===== src/rtl/two_one_arbiter.sv =====
// Two-source round-robin arbiter feeding a one-word output register.
// Grants are combinational; the selected word lands one cycle later.
module two_one_arbiter #(
  parameter int WIDTH = 8
) (
  input  logic             clk,
  input  logic             rst_n,
  input  logic             req_a,
  input  logic             req_b,
  input  logic [WIDTH-1:0] data_a,
  input  logic [WIDTH-1:0] data_b,
  input  logic             out_ready,
  output logic             gnt_a,
  output logic             gnt_b,
  output logic             sel,
  output logic             en,
  output logic             out_valid,
  output logic [WIDTH-1:0] out_data,
  output logic [7:0]       cnt_a,
  output logic [7:0]       cnt_b
);

  typedef enum logic {
    EMPTY = 1'b0,
    FULL  = 1'b1
  } state_t;

  state_t           r_state;
  state_t           w_state_nx;
  logic [WIDTH-1:0] r_data;
  logic             r_sel;
  logic             r_last_b;
  logic [7:0]       r_cnt_a;
  logic [7:0]       r_cnt_b;

  logic w_accept;
  logic w_gnt_a;
  logic w_gnt_b;
  logic w_gnt;

  assign w_accept = (r_state == EMPTY) | out_ready;
  assign w_gnt    = w_gnt_a | w_gnt_b;

  // rst_n gates the grants so nothing leaks out while reset is held
  always_comb begin
    w_gnt_a = 1'b0;
    w_gnt_b = 1'b0;
    if (rst_n && w_accept) begin
      unique case (1'b1)
        (req_a & req_b): begin
          w_gnt_a = r_last_b;
          w_gnt_b = ~r_last_b;
        end
        (req_a & ~req_b): w_gnt_a = 1'b1;
        (~req_a & req_b): w_gnt_b = 1'b1;
        default: ;
      endcase
    end
  end

  always_comb begin
    w_state_nx = r_state;
    if (w_gnt) begin
      w_state_nx = FULL;
    end else if (out_ready) begin
      w_state_nx = EMPTY;
    end
  end

  always_ff @(posedge clk or negedge rst_n) begin
    if (!rst_n) begin
      r_state <= EMPTY;
    end else begin
      r_state <= w_state_nx;
    end
  end

  always_ff @(posedge clk or negedge rst_n) begin
    if (!rst_n) begin
      r_data   <= '0;
      r_sel    <= 1'b0;
      r_last_b <= 1'b1;
      r_cnt_a  <= 8'd0;
      r_cnt_b  <= 8'd0;
    end else if (w_gnt) begin
      r_data   <= w_gnt_b ? data_b : data_a;
      r_sel    <= w_gnt_b;
      r_last_b <= w_gnt_b;
      if (w_gnt_b) begin
        r_cnt_b <= r_cnt_b + 8'd1;
      end else begin
        r_cnt_a <= r_cnt_a + 8'd1;
      end
    end
  end

  assign gnt_a     = w_gnt_a;
  assign gnt_b     = w_gnt_b;
  assign en        = w_gnt;
  assign sel       = w_gnt ? w_gnt_b : r_sel;
  assign out_valid = (r_state == FULL);
  assign out_data  = r_data;
  assign cnt_a     = r_cnt_a;
  assign cnt_b     = r_cnt_b;

endmodule


===== config.mk =====
export PLATFORM = sky130hd
export DESIGN_NAME = two_one_arbiter
export DESIGN_NICKNAME = d
export VERILOG_FILES = /design/src/rtl/two_one_arbiter.sv
export SDC_FILE = /design/constraint.sdc
export NUM_CORES = 1
export LEC_CHECK = 0
export BUFFER_PORTS_ARGS = -buffer_cell sky130_fd_sc_hd__clkbuf_2
export CAP_MARGIN = 20
export CORE_AREA = 2 2 63 65
export CTS_CLUSTER_DIAMETER = 30
export DETAILED_ROUTE_END_ITERATION = 10
export DIE_AREA = 0 0 65 67
export PLACE_DENSITY_LB_ADDON = 0.3
export SYNTH_ARGS = -nofsm -noshare
export SYNTH_HDL_FRONTEND = slang
export SYNTH_SLANG_ARGS = --single-unit
export TNS_END_PERCENT = 30

===== constraint.sdc =====
create_clock -name clk -period 3.6 [get_ports clk]
set_input_delay 0.72 -clock clk [delete_from_list [all_inputs] [get_ports clk]]
set_output_delay 0.72 -clock clk [all_outputs]
set_load 0.02 [all_outputs]

==> results of run 1 <==
final timing paths:
check	endpoint	slack, ps	cells after the start
max	gnt_a	1140	4
min	out_valid	260	1
max reg2reg	cnt_a[3]	1940	5
min reg2reg	cnt_b[7]	470	1
max in group asynchronous	r_last_b	2740	2
min in group clk	cnt_b[7]	470	1
power by group through the flow:
stage	Sequential, mW	Combinational (mW)	Clock [mW]
after detailed placement	0.500	0.385	0
after global placement	0.496	0.380	0
after floorplan	0.585	0.147	0
after global routing	0.513	0.424	0.186
final	0.495	0.380	0.167
after CTS	0.494	0.386	0.174
worst register-to-register path, cell delays in order, from the launching register on:
cell      delay [ps]
dfstp_2          560
nand2b_1         150
nand4_4          280
inv_2            280
nand4_1          140
xnor2_1          140
layout by cell type (no fill, tap or decap), types with 3 or more instances in the layout:
master,instances
nor2_1,10
a21oi_1,16
xor2_1,7
nand3_1,4
nand4_1,4
nand2_1,24
xnor2_1,7
clkbuf_2,49
nor3_1,4
clkbuf_8,3
dfrtp_1,26
per-stage QoR:
step / hold WS, ps / cells / setup WS [ps]
detailed placement: 461.0 / 213 / 1139
floorplan: 424.4 / 119 / 1351
CTS: 257.9 / 217 / 1109
global route: 255.6 / 217 / 1023
global placement: 457.7 / 213 / 1172
finish: 264.4 / 217 / 1137
flip-flops by register name, summed over array words and instances, names as in the netlist:
name / cells
r_sel: 1
out_valid: 1
cnt_a: 8
r_last_b: 1
cnt_b: 8
out_data: 8
metal layers:
layer	vias to the layer above	global-route usage [%]
li1	492	-
met1	479	19.81
met2	27	22.55
met3	4	1.858
met4	0	6.649
met5	-	0
cell type report:
type | instances | area [µm²]
Clock buffer | 4 | 45.04
Fill cell | 366 | 2047
Inverter | 3 | 11.26
Multi-Input combinational cell | 85 | 513.0
Sequential cell | 27 | 676.9
Tap cell | 48 | 60.06
Timing Repair Buffer | 50 | 252.7
kinds of logic (layout without fill, tap and decap cells):
logic type | Yosys count | count (layout) | share of synthesized area, %
compound gates | 17 | 17 | 7.426
buf+inv | 7 | 57 | 3.255
xor+xnor | 14 | 14 | 9.970
fa+ha+maj | 2 | 2 | 2.034
flops | 27 | 27 | 55.04
simple gates | 52 | 52 | 22.28
synth_stat cells (all sizes together):
master  number  share of area [%]
xor2         7                5.0
a21oi       16                6.5
dfstp        1                2.1
inv          3               0.92
xnor2        7                5.0
dfrtp       26                 53
nand4        5                3.8
nor3         4                1.6
nor4         1                1.7
and3         1               0.51
nand3        5                3.1
nor2        10                3.1
a21boi       1               0.92
nand2       24                7.3
nand2b       2                1.2
buf          4                2.3
ha           2                2.0
==> results.toml, run 1 <==
[outcome]
run_status = "completed"

[setup_path]
cp_top_family = "flip-flops"
critPathKind = "register to output pin"
worstReg2RegStart = "r_last_b"
cpPeakStageDelay_ps = 560
slowest_stage = "dfstp_2"
crit_path_start_kind = "register"
setup.worst_path.start = "r_last_b"
cp.arrival_ps = 1740
path_buf_inv = 2
crit_fanout = 19
cp.required_ps = 2880
critPathCaptureType = "output pin"
crit_path_cell_trace = "nand2b_1 > nand4_4 > inv_2 > clkbuf_2"

[routing]
wl_met1_mm = 1.324
ant_nets = 0
routed-wl-met3_um = 126
routedWlPerCell_um = 12.76
viasPerCell = 4.618
dr.first_iter.drc_count = 53
top_layer_used = "met4"
wirelength_mm = 2.770
drt-pass1-iter-count = 4
dr_wl_met2_mm = 1.274
drc = 0
vias = 1002

[floorplanning]
die_h_um = 67
coreArea_um2 = 3606
die_x_um = 65
row_count = 22
dieArea_um2 = 4355
initial_core_util_pct = 34.11
ios = 50

[power]
combPwrFrac_pct = 36.5
pwr-share-seq_pct = 47.5
power.internal_uw = 614.9
power.total_mw = 1.041
swShare_pct = 40.94
switching_power_uw = 426.3
vdd_drop_max_mv = 0.2097
power_frac_clock_pct = 16.0
leakage_nw = 0.8230
p_per_area_nw_per_um2 = 667.8

[yosys]
syn_area_per_cell_um2 = 10.34
ys_warn_count = 0
synthesis.area_um2 = 1230
ys_types = 23
syn_nets = 142
ys_seq_area_share_pct = 55.04
synth_seq_cells = 27
synth_cells = 119

[cells_and_area]
drive_above_1_share_pct = 36.09
finish.net_count = 193
final_core_utilization_pct = 43.23
diodes = 0
fin_area_um2 = 1559
syn2layout_area_growth_pct = 26.76

[clock_tree]
cts-buffers-inserted = 3
clockBufferDepth = 2
cts_tree = "built"
clk_latency_ps = 260
cts.sinks = 27
hold_buffers = 0
clkTransAtPathRegs_ps = 80
cts_setup_buffers = 0
h-tree-depth = 1
cts_resized = 0
cts_root_buf = "clkbuf_8"

[global_routing]
grt_max_degree = 27
antenna_found_initial = 0
grt_pass1_wl_mm = 4.871
overflow = 0
grt_pass1_vias = 1061
track_usage_pct = 14.41

[min_path]
hold_path.class = "input pin to async pin"

[timing]
report.final.slew_viol_count = 0
clock.fmax_ghz = 0.4061
setup_viol = 0
finalHoldViolations = 0
maxSlewHeadroom_pct = 77.86
fin_crit_ps = 2463
fin_crit_sh_pct = 68.41
setup-tns-final_ps = 0
rsz0062_at_grt = "no"
skew_ps = 2.979
tightest_slew_ps = 332.0

[placement]
dp_hpwl_mm = 2.099
portBuffers = 49
place_area_um2 = 1514
gp_congestion = 0.7504

[job]
drv_cap = 0
Note: power is estimated with default switching activity, not from simulation.
==> inputs of run 2 (changes only) <==
--- a/config.mk
+++ b/config.mk
@@ -5,12 +5,13 @@
 export SDC_FILE = /design/constraint.sdc
 export NUM_CORES = 1
 export LEC_CHECK = 0
+export ABC_AREA = 1
 export BUFFER_PORTS_ARGS = -buffer_cell sky130_fd_sc_hd__clkbuf_2
 export CAP_MARGIN = 20
-export CORE_AREA = 2 2 63 65
+export CORE_AREA = 2 2 68 70
 export CTS_CLUSTER_DIAMETER = 30
 export DETAILED_ROUTE_END_ITERATION = 10
-export DIE_AREA = 0 0 65 67
+export DIE_AREA = 0 0 70 72
 export PLACE_DENSITY_LB_ADDON = 0.3
 export SYNTH_ARGS = -nofsm -noshare
 export SYNTH_HDL_FRONTEND = slang
==> constraint.sdc (replaced) <==
create_clock -name clk -period 2.1 [get_ports clk]
set_input_delay 0.42 -clock clk [delete_from_list [all_inputs] [get_ports clk]]
set_output_delay 0.42 -clock clk [all_outputs]
set_load 0.02 [all_outputs]
==> results.toml, run 2 <==
[floorplanning]
die_h_um = 72
dieArea_um2 = 5040
ios = 50
initial_core_util_pct = 34.36
coreArea_um2 = 4264
row_count = 24
die_x_um = 70

[timing]
clock.fmax_ghz = 0.5138
skew_ps = 5.111
tightest_slew_ps = 376.7
setup_viol = 0
rsz0062_at_grt = "no"
finalHoldViolations = 0
maxSlewHeadroom_pct = 74.86
setup-tns-final_ps = 0
fin_crit_ps = 1946
fin_crit_sh_pct = 92.68
report.final.slew_viol_count = 0

[global_routing]
grt-busiest-layer = "met2"
grt_pass1_wl_mm = 5.513
gr-usage-met1_pct = 18.96
overflow = 0
antenna_found_initial = 0
track_usage_pct = 13.67
gr-usage-met3_pct = 2.361
grt_pass1_vias = 1202
grt_max_degree = 22
use_met2_pct = 21.59

[yosys]
synth_edf_count = 0
synth_seq_cells = 27
synthesis.area_um2 = 1465
yosysMostFrequentCell = "nand2_1"
synth_area_leader_cell = "dfrtp_1"
synth_common_cells = "nand2_1, dfrtp_1, inv_1, nand3_1, o21bai_1"
synth_top_flop_cell = "dfrtp_1"
syn_area_per_cell_um2 = 7.752
syn_nets = 212
ys_types = 20
synth_cells = 189
ys_seq_area_share_pct = 46.20
synth.area.top_cells = "dfrtp_1, nand2_1, inv_1"
async_reset_ff_share_pct = 100.0
synth_top_area_share_pct = 44.41
ys_warn_count = 0

[power]
combPwrFrac_pct = 38.7
switching_power_uw = 750.6
pwr-share-seq_pct = 44.9
power_frac_clock_pct = 16.4
leakage_nw = 1.033
vdd_drop_max_mv = 0.3024
power.internal_mw = 1.037
p_per_area_nw_per_um2 = 973.8
swShare_pct = 41.99

[clock_tree]
cts_tree = "built"
clkTransAtPathRegs_ps = 90
h-tree-depth = 1
clk_latency_ps = 270
cts.sinks = 27
cts-buffers-inserted = 3
hold_buffers = 0
clockBufferDepth = 2
cts_root_buf = "clkbuf_8"

[routing]
ant_nets = 0
routedWlPerCell_um = 11.35
viasPerCell = 4.599
wirelength_mm = 3.370
drt-pass1-iter-count = 4
vias = 1366
drc = 0
dr.first_iter.drc_count = 59

[cells_and_area]
layout_commonest_cell = "nand2_1"
finish.net_count = 269
diodes = 0
fin_area_um2 = 1836
layout_common_cells = "nand2_1, clkbuf_2, dfrtp_1"
final_core_utilization_pct = 43.05
syn2layout_area_growth_pct = 25.28
drive_above_1_share_pct = 27.76

[setup_path]
crit_path_cell_trace = "inv_1 > nand2_1 > nand2_1 > inv_1 > nand2_2 > nand2_4 > clkbuf_2"
path_buf_inv = 3
slowest_stage = "dfstp_2"
critPathKind = "register to output pin"
worstReg2RegStart = "r_last_b"
crit_fanout = 9
cp_top_family = "flip-flops"
reg2reg_depth = 6
r2r-end = "out_data[2]"
cp.arrival_ps = 1530
r2r_slack_ps = 600
critPathCaptureType = "output pin"
cpPeakStageDelay_ps = 540
crit_path_start_kind = "register"
cp.required_ps = 1680

[placement]
place_area_um2 = 1772
portBuffers = 49
gp_congestion = 0.7180
dp_hpwl_mm = 2.554

[outcome]
run_status = "completed"

[min_path]
hold_path.class = "input pin to async pin"

[job]
drv_cap = 0
-- run 2: worst max-delay path by stage --
stage	start	to	slack [ps]	cells past startpoint
CTS	r_last_b	en	40	7
global route	r_last_b	en	30	7
detailed placement	out_ready	en	240	6
finish	r_last_b	en	150	7
floorplan	out_valid	sel	600	3
global placement	out_ready	en	300	6
-- run 2: per-layer routing --
layer  wire length (µm)  vias to the layer above  share of wire, %
li1                   -                      701                 -
met1               1627                      633                48
met2               1577                       28                47
met3                120                        4               3.6
met4                 44                        0               1.3
met5                  0                        -                 0
-- run 2: power groups by stage --
stage,sequential [mW],clock [mW],combinational [mW]
after global routing,0.828,0.335,0.767
final,0.802,0.294,0.692
after floorplan,0.951,0,0.296
after global placement,0.816,0,0.687
after detailed placement,0.810,0,0.700
after CTS,0.805,0.312,0.700
-- run 2: final cells by class --
| class | instances | area, µm² |
|---|---|---|
| well taps | 52 | 65.06 |
| multi-input cells | 138 | 678.2 |
| clock buffers | 3 | 41.29 |
| clock inverters | 1 | 5.005 |
| flip-flops and latches | 27 | 676.9 |
| fillers | 459 | 2429 |
| inverters | 21 | 78.83 |
| repair buffers | 55 | 290.3 |
-- run 2: worst register-to-register path: stages, from the launching register on --
cell,delay [ps]
dfstp_2,540
nand2_1,80
nand2_2,200
nor2_4,120
nor2_2,340
nand2_1,100
nand2_1,80
-- run 2: what timing repair did --
item / 4_1_cts / 5_1_grt
setup buffers: 0 / 2
endpoints found under the setup margin: 0 / 2
gates resized for setup: 0 / 1
-- run 2: through the flow --
step / power [mW] / cells / setup slack (ps) / hold WS [ps]
floorplan: 1.247 / 189 / 597.5 / 124.4
global placement: 1.503 / 291 / 295.8 / 383.1
detailed placement: 1.510 / 291 / 237.5 / 384.3
CTS: 1.816 / 295 / 40.32 / 88.38
global route: 1.930 / 297 / 29.51 / 88.04
finish: 1.788 / 297 / 153.6 / 92.61
-- run 2: cell families (layout without fill, tap and decap cells) --
family	count (synthesis)	after routing	share of synthesized area, %
and+or+nand+nor	120	120	36.89
DFF	27	27	46.20
buffers and inverters	24	80	7.686
AOI/OAI and AO/OA	14	14	6.319
adders and majority gates	2	2	1.708
xor gates and xnor gates	2	2	1.196
